**config.mk**
```make
export PLATFORM = sky130hd
export DESIGN_NAME = mem_port_ctrl
export DESIGN_NICKNAME = d
export VERILOG_FILES = /design/src/rtl/mem_port_ctrl_pkg.sv /design/src/rtl/mem_port_ctrl_wait_cnt.sv /design/src/rtl/mem_port_ctrl.sv
export SDC_FILE = /design/constraint.sdc
export NUM_CORES = 1
export LEC_CHECK = 0
export BUFFER_PORTS_ARGS = -buffer_cell sky130_fd_sc_hd__buf_2
export CAP_MARGIN = 20
export CORE_UTILIZATION = 30
export DETAILED_ROUTE_END_ITERATION = 8
export SLEW_MARGIN = 0
export SYNTH_ARGS = -nofsm -noshare
export SYNTH_HDL_FRONTEND = slang
export SYNTH_SLANG_ARGS = --single-unit
```
**constraint.sdc**
```tcl
create_clock -name clk -period 2.25 [get_ports clk]
set_input_delay 0.45 -clock clk [delete_from_list [all_inputs] [get_ports clk]]
set_output_delay 0.45 -clock clk [all_outputs]
set_load 0.03 [all_outputs]
```
**src/rtl/mem_port_ctrl_pkg.sv**
```systemverilog
// Shared state encoding and default parameters for the SRAM port controller.
package mem_port_ctrl_pkg;

  typedef enum logic [1:0] {
    ST_IDLE   = 2'd0,
    ST_ACCESS = 2'd1,
    ST_WAIT   = 2'd2,
    ST_DONE   = 2'd3
  } state_t;

  localparam int DEF_ADDR_W      = 32;
  localparam int DEF_DATA_W      = 32;
  localparam int DEF_SRAM_AW     = 12;
  localparam int DEF_WAIT_CYCLES = 2;
  // Wide enough for the largest legal wait-state count (15).
  localparam int CNT_W           = 4;

endpackage

```
**src/rtl/mem_port_ctrl_wait_cnt.sv**
```systemverilog
// Wait-state down-counter: parallel load, saturating decrement, zero flag.
module mem_wait_cnt
  import mem_port_ctrl_pkg::*;
#(
  parameter int W = CNT_W
) (
  input  logic         clk,
  input  logic         reset,
  input  logic         load,
  input  logic         dec,
  input  logic [W-1:0] load_val,
  output logic [W-1:0] count,
  output logic         zero
);

  always_ff @(posedge clk) begin
    if (reset)
      count <= '0;
    else if (load)
      count <= load_val;
    else if (dec && (count != '0))
      count <= count - 1'b1;
  end

  assign zero = (count == '0);

endmodule

```
**src/rtl/mem_port_ctrl.sv**
```systemverilog
// Single-port SRAM access controller: one request at a time, fixed wait states,
// illegal (misaligned / out-of-range) requests are acked with an error.
module mem_port_ctrl
  import mem_port_ctrl_pkg::*;
#(
  parameter int ADDR_W      = DEF_ADDR_W,
  parameter int DATA_W      = DEF_DATA_W,
  parameter int SRAM_AW     = DEF_SRAM_AW,
  parameter int WAIT_CYCLES = DEF_WAIT_CYCLES
) (
  input  logic               clk,
  input  logic               reset,
  input  logic               memReq,
  input  logic [ADDR_W-1:0]  memAddr,
  input  logic               memWr,
  input  logic [DATA_W-1:0]  memDataIn,
  output logic               memBusy,
  output logic               memAck,
  output logic               memErr,
  output logic [DATA_W-1:0]  memDataOut,
  output logic               sramEn,
  output logic               sramWe,
  output logic [SRAM_AW-1:0] sramAddr,
  output logic [DATA_W-1:0]  sramWData,
  input  logic [DATA_W-1:0]  sramRData
);

  localparam logic [CNT_W-1:0] WAIT_LOAD = CNT_W'(WAIT_CYCLES - 1);

  state_t           state;
  logic             legal;
  logic             accept;
  logic             cnt_zero;
  logic [CNT_W-1:0] cnt;

  // Word aligned and inside the SRAM window.
  always_comb begin
    legal  = (memAddr[1:0] == 2'b00) && ((memAddr >> (SRAM_AW + 2)) == '0);
    accept = memReq && ((state == ST_IDLE) || (state == ST_DONE));
  end

  // Loading on the ACCESS->WAIT edge gives exactly WAIT_CYCLES cycles in WAIT.
  mem_wait_cnt #(.W(CNT_W)) u_wait_cnt (
    .clk      (clk),
    .reset    (reset),
    .load     (state == ST_ACCESS),
    .dec      (state == ST_WAIT),
    .load_val (WAIT_LOAD),
    .count    (cnt),
    .zero     (cnt_zero)
  );

  always_ff @(posedge clk) begin
    if (reset) begin
      state      <= ST_IDLE;
      memBusy    <= 1'b0;
      memAck     <= 1'b0;
      memErr     <= 1'b0;
      memDataOut <= '0;
      sramEn     <= 1'b0;
      sramWe     <= 1'b0;
      sramAddr   <= '0;
      sramWData  <= '0;
    end else begin
      case (state)
        ST_IDLE, ST_DONE: begin
          memAck <= 1'b0;
          memErr <= 1'b0;
          state  <= ST_IDLE;
          if (accept) begin
            if (legal) begin
              state     <= ST_ACCESS;
              memBusy   <= 1'b1;
              sramEn    <= 1'b1;
              sramWe    <= memWr;
              sramAddr  <= memAddr[SRAM_AW+1:2];
              sramWData <= memDataIn;
            end else begin
              // Rejected without touching the SRAM.
              state  <= ST_DONE;
              memAck <= 1'b1;
              memErr <= 1'b1;
            end
          end
        end
        ST_ACCESS: state <= ST_WAIT;
        ST_WAIT: begin
          if (cnt_zero) begin
            state   <= ST_DONE;
            memBusy <= 1'b0;
            sramEn  <= 1'b0;
            sramWe  <= 1'b0;
            memAck  <= 1'b1;
            memErr  <= 1'b0;
            if (!sramWe)
              memDataOut <= sramRData;
          end
        end
      endcase
    end
  end

endmodule

```
---- After elaboration in Yosys (flattened, before gate mapping) ----
Cells that the tools add are included.
word-level totals
  output and inout bits ................... 81
  flip-flop bits (word level) ............. 86
  word-level logic and storage cells ...... 53
  input port bits ......................... 100
operators by class
  muxes and demuxes ....................... 18
  add/subtract/negate cells ............... 1
  bitwise gates (word level) .............. 1
  equal/unequal tests ..................... 6
  reduce and logical (&&, ||, !) cells .... 17
operator list
  kind                 count
  $logic_not 32->1     1
  $mux 1               10
  $pmux 1 s2           4
  $mux 2               3
  $ne 2x2->1 const B   3
  $pmux 2 s3           1
  $reduce_and 3->1     2
  $eq 2x2->1 const B   2
  $logic_not 2->1      2
  $logic_not 4->1      1
  $reduce_and 4->1     1
  $reduce_bool 2->1    2
  $reduce_bool 4->1    1
  $reduce_or 2->1      2
  $sub 4x1->4 const B  1
  $logic_and 1x1->1    3
  $eq 2x1->1 const B   1
  $reduce_and 2->1     1
  $logic_or 1x1->1     1
  $not 1->1            1

---- Depth between registers and ports, before layout ----
Gate-level depths: netlist (run 1).
  depth in word-level cells ............... 5
  depth in mapped cells ................... 8

---- Modules after synthesis ----
A second synthesis (run 1) with hierarchy kept.
unflattened totals
  cells, all modules ...................... 407
  area, all modules ....................... 3517.1 sq um
by module, submodules not included
  module         times used  cells an instance  area an instance (sq um)
  mem_port_ctrl  1           378                3254.4
  mem_wait_cnt   1           29                 262.8

---- Worst setup path before layout (run 1) ----
Ideal clock, no wire load.
  kind .................................... register -> register
  from .................................... register u_wait_cnt.count[0]
  to ...................................... register u_wait_cnt.count[1]
  setup slack ............................. 515 ps
  stages on the path, launching flop included .. 7
  period minus slack after synthesis ...... 1735 ps
  arrival ................................. 1657 ps
  required time ........................... 2172 ps
  cells stage by stage .................... dfxtp_1 -> inv_1 -> ha_1 -> or3b_2 -> nand2_1 -> mux2_2 -> nor3_1
on the way
  word-level cells in the longest chain between the ends .. 2
  elaborated cells on any way between the ends .. 3
  those cells by class .................... 1 x add/sub; 2 x reduce/logical
ends and longest elaborated chain
  what                                                                 line                          source
  start: declaration                                                   mem_port_ctrl_wait_cnt.sv:12  output logic [W-1:0] count,
  start signal: assignment                                             mem_port_ctrl_wait_cnt.sv:20  count <= load_val;
  start signal: assignment                                             mem_port_ctrl_wait_cnt.sv:22  count <= count - 1'b1;
  parallel branches: the longest is 2 deep, another holds $sub 4x1->4  -
Several ways; the timed one is not identified.
A chain may end at the register's enable or synchronous reset.

---- Final worst setup path (run 1) ----
Same ends and word-level chain as after synthesis.

==> out/metrics.cfg, run 1 <==
[synthesis]
synth.mux.area_fraction=0.126
synth_most_common_cell=nand2b_1
synth_top_family_by_area=simple AND/OR/NAND/NOR gates
async_flop_share=0
synthTopCellsByCount=nand2b_1, dfxtp_1, nand2_1, mux2i_1, a21oi_1
synth_area_per_cell_um2=9.16
yosys_warnings=0
synthDistinctLibCells=32
synth_area_leaders=dfxtp_1, nand2b_1, mux2i_1, nand2_1, a21oi_1
yosys.area_share.simple=0.272
synth_compound_area_frac=0.0688
synthAdderAreaFrac=0.0102
yosysTopAreaCell=dfxtp_1
syn_area_mm2=0.00367
ys.flop_type=dfxtp_1
synth-xor-area-share=0.00715
ys_seq_elements=86
syn_inst=401
synth_top_area_share=0.469
yosysSeqAreaShare=0.469
synth_fp_nets=504
synth_edf_count=0

[die]
start_util=0.307
die-area_mm2=0.0127
pin_count=181
rows=40
die_y_um=113
core_mm2=0.0120
die_width_um=113

[timing]
setup_viol=0
worst_slew_pin_slew_ps=531
period_needed_ps=1900
setup_slack_ps=354
rsz0062_at_grt=no
fin_crit_sh=0.843
hold_viol_final=0
hold_slack_ps=350
max_freq_mhz=527
drv_slew=0
relSlewSlack=0.646
fin_skew_ps=4.41
fin_tns_setup_ps=0

[setup_path]
cpPeakStageDelay_ps=520
r2r_start=u_wait_cnt.count[0]
cp_max_fo=6
cp_num_buf_inv=1
crit_path_start=u_wait_cnt.count[0]
critPathKind=flip-flop to flip-flop
start_kind=flip-flop
crit_chain=inv_1 -> ha_1 -> or3b_2 -> nand2_1 -> mux2_2 -> nor3_1
cp.required_ps=2510
critPathSlowestCell=or3b_2
crit_family=simple AND/OR/NAND/NOR gates
end_kind=flip-flop
worstPathArrival_ps=2160

[finish]
antenna_cells=0
area_growth_syn_to_layout_pct=35.5
fin_nets=674
drive_gt1_frac=0.366

[run_status]
run_status=completed

[global_routing]
track_usage=0.140
grt_pass1_vias=3194
grt-ovfl-total=0
grt_pass1_wl_mm=14.3
grt_max_degree=68
antenna_found_initial=0

[clocking]
cts_max_path_buffers=2
cts_tree=yes
clk_pin_slew_ps=60
clock-sinks=86
cts_hold_buf=0
cts.htree.levels=3
cts_root_buf=clkbuf_16
clock_latency_ps=330
ctsResizeCount=0
cts_made_buffers=9
post_cts_buffers=0

[place]
place.gp.congestion=0.727
dp_slack_ps=251
dp_hpwl_mm=6.15
io_buffers=180

[detailed_routing]
drtPass1Iterations=4
routed_via_density=4.47
vias=3235
ant_nets=0
wl_mm=8.57
routedWlPerCell_um=11.8
drtIter0Drc=165
drcViolationCount=0

[pwr]
p_seq_frac=0.376
netSwitchingPower_mw=1.77
p_int_mw=3.20
ir_drop_uv=293
p_comb_frac=0.323
p_leak_nw=2.18
power_density_mw_per_mm2=999
power_frac_clock=0.301
swShare=0.356

[run]
maxCapViolCount=0

[worst_hold_path]
hold_start=sramRData[2]
worstHoldPathType=input port to flip-flop

## sequential cells by signal, indices dropped and copies added, names as in the netlist
name	flops
sramEn	1
memAck	1
sramAddr	12
state	2
memDataOut	32
sramWe	1
u_wait_cnt.count	4
memErr	1
sramWData	32
## layout make-up
type / instances / area [µm²]
Clock buffer: 12 / 256
Clock inverter: 4 / 45.0
Inverter: 8 / 30.0
Tap cell: 147 / 184
Sequential cell: 86 / 1720
Multi-Input combinational cell: 280 / 1780
Timing Repair Buffer: 186 / 958
Fill cell: 1218 / 6980
## path summary, 6_finish.rpt
kind / endpoint / slack, ps / depth (start not counted)
min reg2reg: memDataOut[8] / 450 / 2
max: u_wait_cnt.count[1] / 350 / 6
min: memDataOut[2] / 350 / 3
max reg2reg: u_wait_cnt.count[1] / 350 / 6
## per-stage QoR
step           instance area (µm²)  instances  power, mW  utilization
3_3_place_gp                  4680        707       3.48        0.391
2_1_floorplan                 3670        401       3.04            -
3_5_place_dp                  4680        707       3.52        0.391
6_report                      4980        723       4.98        0.416
5_1_grt                       4980        723       5.28        0.416
4_1_cts                       4980        723       5.04        0.416
## placed cells by master (no fill, tap or decap), types with 4 or more instances in the layout
cell,instances
nand2_1,69
inv_1,8
buf_2,180
nand2b_1,90
nor3_1,4
buf_4,5
nor2_1,4
dfxtp_1,86
mux2i_1,45
clkbuf_16,9
a21oi_1,37
## power groups by stage
stage	combinational, mW	sequential [mW]	clock [mW]
after floorplan	0.769	2.27	0
after global placement	1.58	1.89	0
after detailed placement	1.62	1.90	0
after CTS	1.62	1.87	1.56
after global routing	1.78	1.89	1.61
final	1.61	1.87	1.50
## cell families (layout without fill, tap and decap cells)
kind of cell,after synthesis,count (layout)
adders and majority gates,3,3
xor gates and xnor gates,3,3
and+or+nand+nor,182,182
buffers and inverters,35,210
DFF,86,86
muxes,46,46
AOI/OAI and AO/OA,46,46
## worst register-to-register path, cell delays in order, from the launching register on
cell,delay [ps]
dfxtp_1,310
inv_1,90
ha_1,200
or3b_2,520
nand2_1,230
mux2_2,360
nor3_1,110
## per-layer routing
metal  share of wire  routed length (µm)  track usage  up-vias
met1            0.46                3910        0.161     1426
li1                -                   -            -     1654
met5               0                   0            0        -
met3           0.096                 821       0.0545       12
met4           0.018                 158       0.0711        0
met2            0.43                3680        0.225      143
No activity file was read; power rests on OpenSTA's default activity.
==> inputs of run 2 (changes only) <==
==> constraint.sdc (replaced) <==
create_clock -name clk -period 1.95 [get_ports clk]
set_input_delay 0.39 -clock clk [delete_from_list [all_inputs] [get_ports clk]]
set_output_delay 0.39 -clock clk [all_outputs]
set_load 0.03 [all_outputs]
==> run 2 against run 1 <==
Compared with the run above:
- critical path depth stayed put
- maximum frequency is 7.4% higher
- clock skew grew 1.2 ps
- routed wire length decreased by 3.4%
- worst setup slack got worse by 170 ps
- non-clock buffer count increased by 2
- flip-flop and latch count did not move
- global-route usage shrank 0.45 points
- sequential share of layout area is 0.28 points lower
- critical path type unchanged
==> out/metrics.cfg, run 2 (synthesis results as in run 1) <==
[run_status]
run_status=completed

[timing]
drv_slew=0
max_freq_mhz=566
relSlewSlack=0.767
hold_viol_final=0
fin_tns_setup_ps=0
setup_slack_ps=184
fin_skew_ps=5.65
setup_viol=0
worst_slew_pin_slew_ps=349
period_needed_ps=1770
rsz0062_at_grt=no
fin_crit_sh=0.906

[setup_path]
r2r_cells=6
end_kind=flip-flop
cp_max_fo=4
cpPeakStageDelay_ps=520
cp.required_ps=2200
worstPathArrival_ps=2020
crit_family=simple AND/OR/NAND/NOR gates
reg2reg_slack_ps=180
r2r-end=u_wait_cnt.count[1]
cp_num_buf_inv=1
r2r_start=u_wait_cnt.count[0]
start_kind=flip-flop
crit_chain=inv_1 -> ha_1 -> or3b_2 -> nand2_1 -> mux2_2 -> nor3_1
critPathSlowestCell=or3b_2
critPathKind=flip-flop to flip-flop

[worst_hold_path]
worstHoldPathType=input port to flip-flop
worstHoldEndpoint=memDataOut[3]
hold_start=sramRData[3]
min_path_cells=3

[place]
dp_hpwl_mm=6.00
place.gp.congestion=0.719
io_buffers=180
dp_slack_ps=23.8

[clocking]
clock-sinks=86
cts_made_buffers=9
cts_root_buf=clkbuf_16
cts.htree.levels=3
cts_hold_buf=0
clock_latency_ps=330
cts_tree=yes
ctsResizeCount=0
post_cts_buffers=0
cts_max_path_buffers=2
clk_pin_slew_ps=60

[pwr]
finalPower_mw=5.78
ir_drop_uv=422
power_density_mw_per_mm2=1150
p_leak_nw=2.20

[finish]
drive_gt1_frac=0.369
final_common_cell=buf_2
seqCellArea_mm2=0.00172
fin_nets=676
fillCellCount=1185
antenna_cells=0
final_util=0.420
area_growth_syn_to_layout_pct=36.6
top_regs=memDataOut (32), sramWData (32), sramAddr (12)
layout_common_cells=buf_2, nand2b_1, dfxtp_1
multi_input_comb_area_mm2=0.00178

[detailed_routing]
vias=3221
wl_mm=8.27
drtIter0Drc=128
routedWlPerCell_um=11.4
ant_nets=0
drtPass1Iterations=4
drcViolationCount=0
routed_via_density=4.44

[die]
die_y_um=113
pin_count=181
die-area_mm2=0.0127
start_util=0.307
rows=40
core_mm2=0.0120
die_width_um=113

[global_routing]
track_usage=0.135
grt_max_degree=85
grt_pass1_vias=3147
grt-ovfl-total=0
antenna_found_initial=0
grt_pass1_wl_mm=13.9

[run]
maxCapViolCount=0

==> run 2: worst max-delay path by stage <==
| stage | slack, ps | from | cells past startpoint | to |
|---|---|---|---|---|
| 6_report | 180 | u_wait_cnt.count[0] | 6 | u_wait_cnt.count[1] |
| 5_1_grt | 10 | u_wait_cnt.count[0] | 7 | memDataOut[29] |
| 4_1_cts | 170 | u_wait_cnt.count[0] | 7 | memDataOut[4] |
| 2_1_floorplan | 220 | u_wait_cnt.count[0] | 6 | u_wait_cnt.count[1] |
| 3_5_place_dp | 20 | memAddr[22] | 6 | sramWData[24] |
| 3_3_place_gp | 110 | memAddr[21] | 6 | sramWData[29] |
==> run 2: final cells by class <==
cell class	instances	share of cell area
sequential	86	0.343
clock inverter	4	0.00898
inverter	8	0.00598
timing repair buffer	188	0.199
multi-input combinational	280	0.355
clock buffer	12	0.0511
tap	147	0.0366
==> run 2: where the power goes <==
| part | leakage (nW) | internal, mW | switching [mW] |
|---|---|---|---|
| combinational | 1.35 | 0.680 | 1.23 |
| sequential | 0.697 | 2.02 | 0.135 |
| clock | 0.152 | 1.06 | 0.654 |
==> run 2: per-layer routing <==
metal / vias to the layer above / GRT usage / wire, µm
met5: - / 0 / 0
met4: 0 / 0.0391 / 88
met3: 7 / 0.0637 / 858
met2: 131 / 0.220 / 3630
met1: 1428 / 0.158 / 3690
li1: 1655 / - / -
==> run 2: worst reg2reg max path, cell delays in order (launching register included) <==
cell and delay (ps):
dfxtp_1 310, inv_1 80, ha_1 200, or3b_2 520, nand2_1 120, mux2_2 330, nor3_1 130
==> run 2: stage by stage <==
stage	instance area [µm²]	cells	hold slack (ps)
floorplan	3670	401	492
global placement	4720	709	438
detailed placement	4720	709	443
CTS	5020	725	281
global route	5020	725	293
finish	5020	725	295
